**src/rtl/core_pkg.sv**
```systemverilog
// Core-wide widths and memory-control encodings shared by the pipeline stages.
// Bit 3 of a memory-control code marks a store; MEM_IDLE marks a non-memory uop.
package core_pkg;

   localparam int DATA_WIDTH        = 32;
   localparam int ADDR_OFFSET_WIDTH = $clog2(DATA_WIDTH / 8);
   localparam int MEM_CTRL_WIDTH    = 4;

   localparam logic [MEM_CTRL_WIDTH-1:0] MEM_IDLE = 4'b0000;
   localparam logic [MEM_CTRL_WIDTH-1:0] MEM_RB   = 4'b0001;
   localparam logic [MEM_CTRL_WIDTH-1:0] MEM_RH   = 4'b0010;
   localparam logic [MEM_CTRL_WIDTH-1:0] MEM_RW   = 4'b0011;
   localparam logic [MEM_CTRL_WIDTH-1:0] MEM_RD   = 4'b0100;
   localparam logic [MEM_CTRL_WIDTH-1:0] MEM_RBU  = 4'b0101;
   localparam logic [MEM_CTRL_WIDTH-1:0] MEM_RHU  = 4'b0110;
   localparam logic [MEM_CTRL_WIDTH-1:0] MEM_RWU  = 4'b0111;
   localparam logic [MEM_CTRL_WIDTH-1:0] MEM_WB   = 4'b1000;
   localparam logic [MEM_CTRL_WIDTH-1:0] MEM_WH   = 4'b1001;
   localparam logic [MEM_CTRL_WIDTH-1:0] MEM_WW   = 4'b1010;
   localparam logic [MEM_CTRL_WIDTH-1:0] MEM_WD   = 4'b1011;

   function automatic logic is_load(input logic [MEM_CTRL_WIDTH-1:0] ctrl);
      return (ctrl != MEM_IDLE) && !ctrl[3];
   endfunction

endpackage

```
**src/rtl/load_aligner.sv**
```systemverilog
// Combinational load data alignment: shifts the aligned word down by the byte
// offset, then truncates and sign/zero extends according to the access size.
module load_aligner
   import core_pkg::*;
(
   input  logic [MEM_CTRL_WIDTH-1:0]    mem_ctrl,
   input  logic [ADDR_OFFSET_WIDTH-1:0] offset,
   input  logic [DATA_WIDTH-1:0]        rdata,
   output logic [DATA_WIDTH-1:0]        data
);

   logic [DATA_WIDTH-1:0] shifted;

   // Bytes shifted in above a word-crossing access are simply zeros.
   assign shifted = rdata >> {offset, 3'b000};

   generate
      if (DATA_WIDTH == 64) begin : gen_64
         always_comb begin
            data = shifted;
            case (mem_ctrl)
               MEM_RB:  data = DATA_WIDTH'($signed(shifted[7:0]));
               MEM_RBU: data = DATA_WIDTH'(shifted[7:0]);
               MEM_RH:  data = DATA_WIDTH'($signed(shifted[15:0]));
               MEM_RHU: data = DATA_WIDTH'(shifted[15:0]);
               MEM_RW:  data = DATA_WIDTH'($signed(shifted[31:0]));
               MEM_RWU: data = DATA_WIDTH'(shifted[31:0]);
               default: data = shifted;
            endcase
         end
      end else begin : gen_32
         always_comb begin
            data = shifted;
            case (mem_ctrl)
               MEM_RB:  data = DATA_WIDTH'($signed(shifted[7:0]));
               MEM_RBU: data = DATA_WIDTH'(shifted[7:0]);
               MEM_RH:  data = DATA_WIDTH'($signed(shifted[15:0]));
               MEM_RHU: data = DATA_WIDTH'(shifted[15:0]);
               default: data = shifted;
            endcase
         end
      end
   endgenerate

endmodule

```
**src/rtl/wb_unit.sv**
```systemverilog
// Write-back stage: one-entry register holding the retiring uop, driving the
// register-file write port, the bypass network and the retired-uop counter.
module wb_unit
   import core_pkg::*;
(
   input  logic                      clk_i,
   input  logic                      rst_i,
   input  logic                      mem_valid_i,
   output logic                      ready_o,
   input  logic [MEM_CTRL_WIDTH-1:0] mem_ctrl_i,
   input  logic [DATA_WIDTH-1:0]     exe_out_i,
   input  logic [DATA_WIDTH-1:0]     d_m_rdata_i,
   input  logic [4:0]                rd_addr_i,
   input  logic                      rd_wren_i,
   input  logic                      stall_i,
   output logic                      rf_wren_o,
   output logic [4:0]                rf_waddr_o,
   output logic [DATA_WIDTH-1:0]     rf_wdata_o,
   output logic                      fwd_valid_o,
   output logic [4:0]                fwd_addr_o,
   output logic [DATA_WIDTH-1:0]     fwd_data_o,
   output logic [63:0]               instret_o
);

   logic                  vld_p1;
   logic [4:0]            rd_p1;
   logic                  wren_p1;
   logic [DATA_WIDTH-1:0] result_p1;
   logic [63:0]           instret_q;

   logic                  accept;
   logic                  retire;
   logic [DATA_WIDTH-1:0] load_data;
   logic [DATA_WIDTH-1:0] result_p0;
   logic                  wren_p0;

   load_aligner u_load_aligner (
      .mem_ctrl (mem_ctrl_i),
      .offset   (exe_out_i[ADDR_OFFSET_WIDTH-1:0]),
      .rdata    (d_m_rdata_i),
      .data     (load_data)
   );

   assign ready_o = !rst_i && (!vld_p1 || !stall_i);
   assign accept  = mem_valid_i && ready_o;
   assign retire  = vld_p1 && !stall_i;

   assign result_p0 = is_load(mem_ctrl_i) ? load_data : exe_out_i;
   assign wren_p0   = rd_wren_i && !mem_ctrl_i[3];

   // ---- p0 -> p1 stage boundary ----
   always_ff @(posedge clk_i) begin
      if (rst_i) begin
         vld_p1    <= 1'b0;
         rd_p1     <= '0;
         wren_p1   <= 1'b0;
         result_p1 <= '0;
         instret_q <= '0;
      end else begin
         if (retire)
            instret_q <= instret_q + 64'd1;
         if (accept) begin
            vld_p1    <= 1'b1;
            rd_p1     <= rd_addr_i;
            wren_p1   <= wren_p0;
            result_p1 <= result_p0;
         end else if (retire) begin
            vld_p1    <= 1'b0;
         end
      end
   end

   assign fwd_valid_o = !rst_i && vld_p1 && wren_p1 && (rd_p1 != 5'd0);
   assign fwd_addr_o  = vld_p1 ? rd_p1 : 5'd0;
   assign fwd_data_o  = vld_p1 ? result_p1 : '0;

   assign rf_wren_o   = fwd_valid_o && !stall_i;
   assign rf_waddr_o  = vld_p1 ? rd_p1 : 5'd0;
   assign rf_wdata_o  = vld_p1 ? result_p1 : '0;

   assign instret_o   = instret_q;

endmodule
```
**config.mk**
```make
export PLATFORM = sky130hd
export DESIGN_NAME = wb_unit
export DESIGN_NICKNAME = d
export VERILOG_FILES = /design/src/rtl/core_pkg.sv /design/src/rtl/load_aligner.sv /design/src/rtl/wb_unit.sv
export SDC_FILE = /design/constraint.sdc
export NUM_CORES = 1
export LEC_CHECK = 0
export ABC_AREA = 1
export BUFFER_PORTS_ARGS = -buffer_cell sky130_fd_sc_hd__buf_2
export CAP_MARGIN = 15
export CORE_ASPECT_RATIO = 1.1
export CORE_UTILIZATION = 50
export DETAILED_ROUTE_END_ITERATION = 8
export GPL_ROUTABILITY_DRIVEN = 0
export PLACE_DENSITY = 0.8
export SYNTH_ARGS = -nofsm -noshare
export SYNTH_HDL_FRONTEND = slang
export SYNTH_HIERARCHICAL = 1
export SYNTH_SLANG_ARGS = --single-unit
```
**constraint.sdc**
```tcl
create_clock -name clk_i -period 2.5 [get_ports clk_i]
set_clock_uncertainty 0.15 [all_clocks]
set_input_delay 0.25 -clock clk_i [delete_from_list [all_inputs] [get_ports clk_i]]
set_output_delay 0.25 -clock clk_i [all_outputs]
set_load 0.1 [all_outputs]
```
==> run metrics, run 1 <==
nets 1,410; HP Start rd_wren_i; RSZ-0062 raised after global routing false; global-route wire length before repair 35,020 µm; synthesis-to-layout area growth 32.00%; crit-path cells buf_4 -> nand2_1 -> inv_1 -> buf_2; setup tns final 0 ps; core area between 10,000 and 15,000 µm²; drt total wl around 22,000 µm; delay-heaviest family, CP buffers and inverters; instance count on the critical path 4; outcome completed; IO buf count about 220; RR Endpoint instret_o[54]$_SDFFE_PP0P_; number of enable flip-flop cells after synthesis 0; post-synthesis sequential element count roughly 100; fin crit share 0.8522; CP required 2100 ps; worst-margin pin slew 538.2 ps; Initial Util 0.5135; gr usage total 0.2972; die extent in x 115.7 µm; Placed Cells approximately 1,500; critical-path maximum fanout 39; ant diodes 0; vias per std cell about 5.3; Worst R2R Setup Slack 540 ps; hpwl dp 16,560 µm; DRT antenna net count 0; drt drc 0; Pleak ~4.4 nW; HP Class input port to register; Reg clk slew, reported paths about 70 ps; fmax 469.4 MHz; Main synth FF type dfxtp_1; post-CTS setup buffer count 0; Post-Synthesis Cell Area ~7100 µm²; critical path's slowest cell buf_2; CTS tree built; relative slew slack 0.6412; PwrDens between 400 and 500 nW/µm²; vias in the first global route approximately 7,600; insertion delay to the later sink of the worst-skew pair around 350 ps; Hold Path Sink wren_p1$_SDFFE_PP0P_; final hold violation count 0; CTS Hold Buffers Added 5; clock sink total approximately 100; # resized after CTS 0; min cycle time layout approximately 2100 ps; crit path buf inv count 3; Root Buffer clkbuf_16; largest net degree at the start of global routing between 70 and 80; Row Count 45; maxcap violations 0; die height ~130 µm; DR vias 8,109; sequential share of the synthesized area 0.2899; initial antenna violation count 0; DR WL/cell approximately 14 µm; Hold Slack 0.5794 ps; num ports between 200 and 250; DRT iter0 DRCs 650; final std cells w/o fill around 1,500; GRT overflow 0; Worst Setup Start Kind register; Crit. End Element output pin; CTS max path bufs 2; Crit Reg-Reg Startpoint instret_o[20]$_SDFFE_PP0P_; share of layout cells above drive strength 1 0.2283; max-slew violations 0; TritonRoute pass-1 iters 5; Final Setup Violations 0; crit path DAT approximately 1700 ps; ys async rst share 0; yosys warns 6; H-tree depth 3; number of CTS-inserted buffers 9; Yosys cell types 39; Syn Inst Count about 1,200; CP peak stage delay between 400 and 500 ps; syn_area_per_cell between 6 and 7 µm²; peak supply drop roughly 0.30 mV; worst hold stages 3; Syn Nets approximately 1,200; Die ar. between 10,000 and 15,000 µm²; Setup CP Type register to output pin; r2r worst-path depth 9
==> worst register-to-register path, delay by kind of cell (launching register included) <==
| family | cells | cell delay, ps |
|---|---|---|
| and+or+nand+nor | 8 | 1190 |
| buffers and inverters | 1 | 110 |
| DFF | 1 | 420 |
==> per-layer routing <==
layer / wire, µm / global-route usage / vias up
met5: 0 / 0 / -
met4: 1032 / 0.1606 / 0
met3: 1666 / 0.05123 / 88
met2: 10880 / 0.5284 / 428
met1: 8008 / 0.3350 / 3627
li1: - / - / 3966
==> cell usage in the layout, fill, tap and decap left out, types with 3 or more instances in the layout <==
cell type      Yosys  routed
nand2_1          351     351
inv_1            160     160
buf_2             16     148
nor2_1           145     144
dfxtp_1          103     103
buf_12             0      72
nand3_1           71      71
o21ai_0           53      53
a21oi_1           38      38
o211ai_1          32      32
nor3_1            20      20
nor2_2            14      15
nand4_1           12      12
nand2_2           12      12
nor2_4            10      10
clkbuf_16          0       9
nand3_2            7       7
o21ai_1            7       7
a22oi_1            7       7
inv_2              5       6
buf_4             40       6
nor3_2             6       5
nor3b_1            5       5
xor2_1             5       5
dlygate4sd3_1      0       5
xnor2_1            4       4
and2_1             3       3
o21a_1             3       3
clkinv_4           0       3
==> flip-flops by register name, indices dropped and copies added, names as in the netlist <==
| register | flops |
|---|---|
| instret_o | 64 |
| result_p1 | 32 |
| rd_p1 | 5 |
| vld_p1 | 1 |
| wren_p1 | 1 |
==> worst max path at each step <==
stage                                    start                    endpoint  slack (ps)
floorplan                  vld_p1$_SDFFE_PP0P_              rf_wdata_o[11]          80
global placement    instret_o[21]$_SDFFE_PP0P_  instret_o[54]$_SDFFE_PP0P_         650
detailed placement                exe_out_i[0]  result_p1[20]$_SDFFE_PP0P_         590
CTS                        vld_p1$_SDFFE_PP0P_              fwd_data_o[11]         370
global route               vld_p1$_SDFFE_PP0P_                     ready_o         280
finish                     vld_p1$_SDFFE_PP0P_              rf_wdata_o[11]         370
==> synth_stat cells (14+ instances only) <==
| library cell | n | area (µm²) |
|---|---|---|
| nor3_1 | 20 | 100.1 |
| buf_2 | 16 | 80.08 |
| nand3_1 | 71 | 355.3 |
| a21oi_1 | 38 | 190.2 |
| buf_4 | 40 | 300.3 |
| nor2_2 | 14 | 87.58 |
| inv_1 | 160 | 600.6 |
| dfxtp_1 | 103 | 2062 |
| nand2_1 | 351 | 1318 |
| clkbuf_1 | 16 | 60.06 |
| o21ai_0 | 53 | 265.3 |
| o211ai_1 | 32 | 240.2 |
| nor2_1 | 145 | 544.3 |
==> logic make-up (layout without fill, tap and decap cells) <==
group / after synthesis / in the layout / share of synthesized area
compound gates: 145 / 145 / 0.1202
simple gates: 664 / 664 / 0.4145
xor+xnor: 9 / 9 / 0.01108
buf+inv: 248 / 414 / 0.1626
fa+ha+maj: 1 / 1 / 0.001759
flops: 103 / 103 / 0.2899
==> layout make-up <==
class,count,area (µm²)
Multi-Input combinational cell,819,3902
Timing Repair Buffer,231,2277
Inverter,167,629.4
Clock inverter,7,56.30
Clock buffer,9,225.2
Tap cell,188,235.2
Sequential cell,103,2062
Fill cell,1207,4463
==> through the flow <==
step | setup slack (ps) | cell area (µm²) | util | power, mW
after floorplan | 79.32 | 7114 | - | 2.441
after global placement | 652.8 | 9056 | 0.6538 | 2.736
after detailed placement | 593.2 | 9056 | 0.6538 | 2.749
after CTS | 369.8 | 9388 | 0.6778 | 4.096
after global routing | 279.1 | 9388 | 0.6778 | 4.247
final | 369.4 | 9388 | 0.6778 | 4.087
==> power by group <==
group          total, mW  switching [mW]  leakage [nW]  internal [mW]
registers           1.73          0.0326         0.838           1.70
clock network       1.36           0.676         0.136          0.687
logic              0.995           0.673          3.43          0.321
total               4.09            1.38          4.40           2.70
Note: power is estimated with default switching activity, not from simulation.
==> run 2: changes to the inputs <==
--- a/config.mk
+++ b/config.mk
@@ -11,6 +11,7 @@
 export CORE_ASPECT_RATIO = 1.1
-export CORE_UTILIZATION = 50
+export CORE_UTILIZATION = 57
 export DETAILED_ROUTE_END_ITERATION = 8
 export GPL_ROUTABILITY_DRIVEN = 0
-export PLACE_DENSITY = 0.8
+export PLACE_DENSITY = 0.9
+export REMOVE_ABC_BUFFERS = 1
 export SYNTH_ARGS = -nofsm -noshare
==> constraint.sdc (replaced) <==
create_clock -name clk_i -period 2.5 [get_ports clk_i]
set_clock_uncertainty 0.15 [all_clocks]
set_input_delay 0.5 -clock clk_i [delete_from_list [all_inputs] [get_ports clk_i]]
set_output_delay 0.5 -clock clk_i [all_outputs]
set_load 0.1 [all_outputs]
==> run metrics, run 2 (same netlist as run 1, synthesis figures left out) <==
drt total wl 21,900 µm (was 21,590 µm); ant diodes 0 (unchanged); TritonRoute pass-1 iters 5 (unchanged); num ports 219 (unchanged); dpl ws 386.4 ps (was 593.2 ps); global-route wire length before repair 35,190 µm (was 35,020 µm); maxcap violations 0 (unchanged); most frequent cells in the layout 351 x nand2_1, 160 x inv_1, 145 x nor2_1 (was 351 x nand2_1, 160 x inv_1, 148 x buf_2); Crit. End Element output pin (unchanged); synthesis-to-layout area growth 32.27% (was 32.00%); Row Count 42 (was 45); CP required 1850 ps (was 2100 ps); hpwl dp 16,620 µm (was 16,560 µm); DRT iter0 DRCs 723 (was 650); CTS max path bufs 2 (unchanged); Cell Area, Placed 9121 µm² (was 9056 µm²); gr usage total 0.3411 (was 0.2972); outcome completed (unchanged); Final Setup Violations 0 (unchanged); commonest non-fill, non-tap cell in the layout nand2_1 (unchanged); Initial Util 0.5884 (was 0.5135); post-CTS setup buffer count 0 (unchanged); clock sink total 103 (unchanged); PwrDens 435.7 nW/µm² (was 435.3 nW/µm²); insertion delay to the later sink of the worst-skew pair 350 ps (about the same); fmax 436.6 MHz (was 469.4 MHz); IO buf count 218 (unchanged); die height 119.2 µm (was 127.1 µm); largest net degree at the start of global routing 79 (was 77); H-tree depth 3 (unchanged); final hold violation count 0 (unchanged); worst setup margin 209.5 ps (was 369.4 ps); die extent in x 108.5 µm (was 115.7 µm); core area 12,090 µm² (was 13,850 µm²); final instance area 9407 µm² (was 9388 µm²); Worst Setup Start Kind register (unchanged); critical-path maximum fanout 37 (was 39); RSZ-0062 raised after global routing false (unchanged); Setup CP Type register to output pin (unchanged); vias per std cell 5.511 (was 5.321); vias in the first global route 7,686 (was 7,573); max-slew violations 0 (unchanged); drt drc 0 (unchanged); Die ar. 12,930 µm² (was 14,710 µm²); crit path DAT 1640 ps (was 1730 ps); fin crit share 0.9162 (was 0.8522); Reg clk slew, reported paths 70 ps (about the same); DR WL/cell 14.74 µm (was 14.17 µm); GRT overflow 0 (unchanged); max reg flops 64 (unchanged); min cycle time layout 2291 ps (was 2131 ps); worst-margin pin slew 807.0 ps (was 538.2 ps); # resized after CTS 0 (unchanged); number of CTS-inserted buffers 9 (unchanged); DRT antenna net count 0 (unchanged); peak supply drop 0.3863 mV (was 0.3041 mV); DR vias 8,190 (was 8,109); Root Buffer clkbuf_16 (unchanged); CTS Hold Buffers Added 0 (was 5); initial antenna violation count 0 (unchanged); CTS tree built (unchanged); nets 1,406 (was 1,410); share of layout cells above drive strength 1 0.2282 (was 0.2283); Pleak 4.405 nW (was 4.400 nW); HP Class input port to register (unchanged); relative slew slack 0.4620 (was 0.6412)
## run 2: cell types whose count changed in the layout (fill, tap and decap cells not counted), sizes merged
cell	before	now
clkbuf	9	11
dlygate4sd3	5	0
inv	169	168
clkinv	4	3
buf	226	227
## run 2: worst paths after layout
kind,from,end,slack [ps],cells past startpoint
setup / recovery,vld_p1$_SDFFE_PP0P_,rf_wren_o,210,4
setup reg to reg,instret_o[1]$_SDFFE_PP0P_,instret_o[56]$_SDFFE_PP0P_,470,10
hold / removal,rd_addr_i[3],rd_p1[3]$_SDFFE_PP0P_,200,3
hold reg to reg,result_p1[30]$_SDFFE_PP0P_,result_p1[30]$_SDFFE_PP0P_,310,2
## run 2: routing by layer
metal	GRT usage	vias to the layer above	wire, µm
li1	-	3946	-
met1	0.3740	3638	7843
met2	0.5977	510	10850
met3	0.07334	96	2024
met4	0.1934	0	1182
met5	0	-	0
## run 2: final cells by class
class	count	area, µm²
tap	154	192.7
sequential	103	2062
fill	864	2680
multi-input combinational	819	3900
inverter	167	629.4
timing repair buffer	227	2337
clock buffer	11	242.7
clock inverter	5	42.54
## run 2: stage by stage
step	TNS (ps)	util	std cells	total power, mW	hold WS (ps)
3_3_place_gp	0	0.7547	1470	2.743	296.5
5_1_grt	0	0.7783	1486	4.239	193.7
2_1_floorplan	-58060	-	1089	2.368	287.4
3_5_place_dp	0	0.7547	1470	2.766	300.4
4_1_cts	0	0.7783	1486	4.107	191.8
6_report	0	0.7783	1486	4.098	199.7
## run 2: critical path: stages, from the launching register on
cell	delay (ps)
dfxtp_1	450
buf_12	240
nand4_1	170
nor2_1	210
buf_12	210
## run 2: where the power goes
| group | internal [mW] | total, mW | switching, mW |
|---|---|---|---|
| combinational | 0.330 | 1.01 | 0.676 |
| clock | 0.713 | 1.36 | 0.649 |
| sequential | 1.70 | 1.73 | 0.0348 |
| total | 2.74 | 4.10 | 1.36 |
==> run 3: changes to the inputs <==
CORE_UTILIZATION = 53   (was 57)
PLACE_DENSITY = 0.84   (was 0.9)
clock period = 2.3 ns   (was 2.5 ns; I/O delays follow)
==> run metrics, run 3 (same netlist as run 1, synthesis figures left out) <==
Row Count 44 (was 42); drt drc 0 (unchanged); insertion delay to the later sink of the worst-skew pair 350 ps (about the same); nets 1,407 (was 1,406); IO buf count 218 (unchanged); crit-path cells buf_4 -> nand2_1 -> inv_1 -> buf_12 (was buf_12 -> nand4_1 -> nor2_1 -> buf_12); Final Setup Violations 0 (unchanged); critical-path maximum fanout 26 (was 37); critical path's slowest cell dfxtp_1 (unchanged); outcome completed (unchanged); ant diodes 0 (unchanged); die extent in x 112.4 µm (was 108.5 µm); fin crit share 0.9619; die height 123.5 µm (was 119.2 µm); Reg power frac 0.411 (was 0.422); share of layout cells above drive strength 1 0.2290 (was 0.2282); Initial Util 0.5405 (was 0.5884); core area 13,160 µm² (was 12,090 µm²); RSZ-0062 raised after global routing false (unchanged); CP required 1690 ps (was 1850 ps); Crit. End Element output pin (unchanged); relative slew slack 0.6179 (was 0.4620); largest net degree at the start of global routing 79 (unchanged); Die ar. 13,890 µm² (was 12,930 µm²); CP peak stage delay 400 ps (was 450 ps); DR WL/cell 14.34 µm (was 14.74 µm); final hold violation count 0 (unchanged); min cycle time layout between 2000 and 2500 ps; crit path buf inv count 3 (was 2); DR vias 8,013 (was 8,190); initial antenna violation count 0 (unchanged); final instance area 9443 µm² (was 9407 µm²); number of CTS-inserted buffers 9 (unchanged); Net Sw Frac 0.3211 (was 0.3316); Comb pwr share 0.238 (was 0.245); drt total wl 21,400 µm (was 21,900 µm); global-route wire length before repair 34,990 µm (was 35,190 µm); # resized after CTS 0 (unchanged); crit path DAT 1600 ps (was 1640 ps); vias in the first global route 7,612 (was 7,686); clock network power share 0.351 (was 0.332); clock sink total 103 (unchanged); PwrDens 484.8 nW/µm² (was 435.7 nW/µm²); peak supply drop 0.3204 mV (was 0.3863 mV); maxcap violations 0 (unchanged); max-slew violations 0 (unchanged); H-tree depth 3 (unchanged); post-CTS setup buffer count 0 (unchanged); vias per std cell 5.367 (was 5.511); gr usage total 0.3146 (was 0.3411); GRT overflow 0 (unchanged); CTS tree built (unchanged); Root Buffer clkbuf_16 (unchanged); CTS Hold Buffers Added 0 (unchanged); Reg clk slew, reported paths 70 ps (about the same); DRT antenna net count 0 (unchanged); Setup CP Type register to output pin (unchanged); Cell Area, Placed 9138 µm² (was 9121 µm²); Worst Setup Start Kind register (unchanged); commonest non-fill, non-tap cell in the layout nand2_1 (unchanged); most frequent cells in the layout 351 x nand2_1, 160 x inv_1, 145 x nor2_1 (unchanged); Pleak 4.427 nW (was 4.405 nW); delay-heaviest family, CP buffers and inverters (was flip-flops); fmax around 450 MHz; hpwl dp 16,280 µm (was 16,620 µm); synthesis-to-layout area growth 32.78% (was 32.27%); num ports 219 (unchanged); cell-internal power 3.108 mW (was 2.739 mW); max reg flops 64 (unchanged); TritonRoute pass-1 iters 5 (unchanged); switching power 1.470 mW (was 1.359 mW); worst-margin pin slew 571.7 ps (was 807.0 ps); post-route core utilization 0.7177 (was 0.7783); DRT iter0 DRCs 782 (was 723); CTS max path bufs 2 (unchanged); HP Class input port to register (unchanged)
run 3: changes by cell type in the layout (fill, tap and decap cells not counted):
cell / before / now
buf_4: 6 / 7
bufinv_16: 0 / 1
clkbuf_1: 1 / 0
clkbuf_8: 1 / 2
clkinv_2: 0 / 1
clkinv_4: 3 / 0
clkinvlp_4: 1 / 0
inv_6: 1 / 2
run 3: routing by layer:
metal  global-route usage  wire [µm]  vias to the layer above
li1                     -          -                     3953
met2               0.5621      10580                      431
met1               0.3503       8137                     3546
met3              0.05588       1677                       83
met4               0.1958       1013                        0
met5                    0          0                        -
run 3: worst paths after layout:
kind,from,endpoint,slack [ps],cells after the start
min reg2reg,result_p1[29]$_SDFFE_PP0P_,result_p1[29]$_SDFFE_PP0P_,310,2
min,rd_addr_i[3],rd_p1[3]$_SDFFE_PP0P_,160,3
max reg2reg,instret_o[1]$_SDFFE_PP0P_,instret_o[38]$_SDFFE_PP0P_,300,10
max,vld_p1$_SDFFE_PP0P_,fwd_data_o[24],90,4
run 3: final cells by class:
cell class                 instances  area [µm²]
multi-input combinational        819        3900
clock buffer                      11       252.7
clock inverter                     4       52.55
inverter                         167       629.4
fill                            1014        3715
sequential                       103        2062
timing repair buffer             228        2345
tap                              161       201.4
run 3: through the flow:
stage | setup TNS [ps] | hold slack, ps | std cells | total power, mW | worst slack, ps
floorplan | -79560 | 287.4 | 1089 | 2.573 | -1063
global placement | 0 | 296.9 | 1478 | 2.985 | 292.2
detailed placement | 0 | 305.0 | 1478 | 3.005 | 227.0
CTS | 0 | 153.1 | 1493 | 4.585 | 81.85
global route | 0 | 175.1 | 1493 | 4.750 | 32.07
finish | 0 | 161.2 | 1493 | 4.578 | 87.73
run 3: power by group through the flow:
stage	Sequential, mW	Combinational [mW]	Clock (mW)
detailed placement	1.92	1.08	0
finish	1.88	1.09	1.61
CTS	1.88	1.09	1.62
floorplan	1.93	0.640	0
global route	1.89	1.16	1.70
global placement	1.92	1.07	0
run 3: worst register-to-register path, stage by stage, from the launching register on:
cell,delay (ps)
dfxtp_1,450
ha_1,210
inv_1,70
nor2_1,190
nand2_2,140
nor3_2,280
nand2_1,100
nor2_1,150
nand2_1,70
nand2_1,50
nor2_1,40
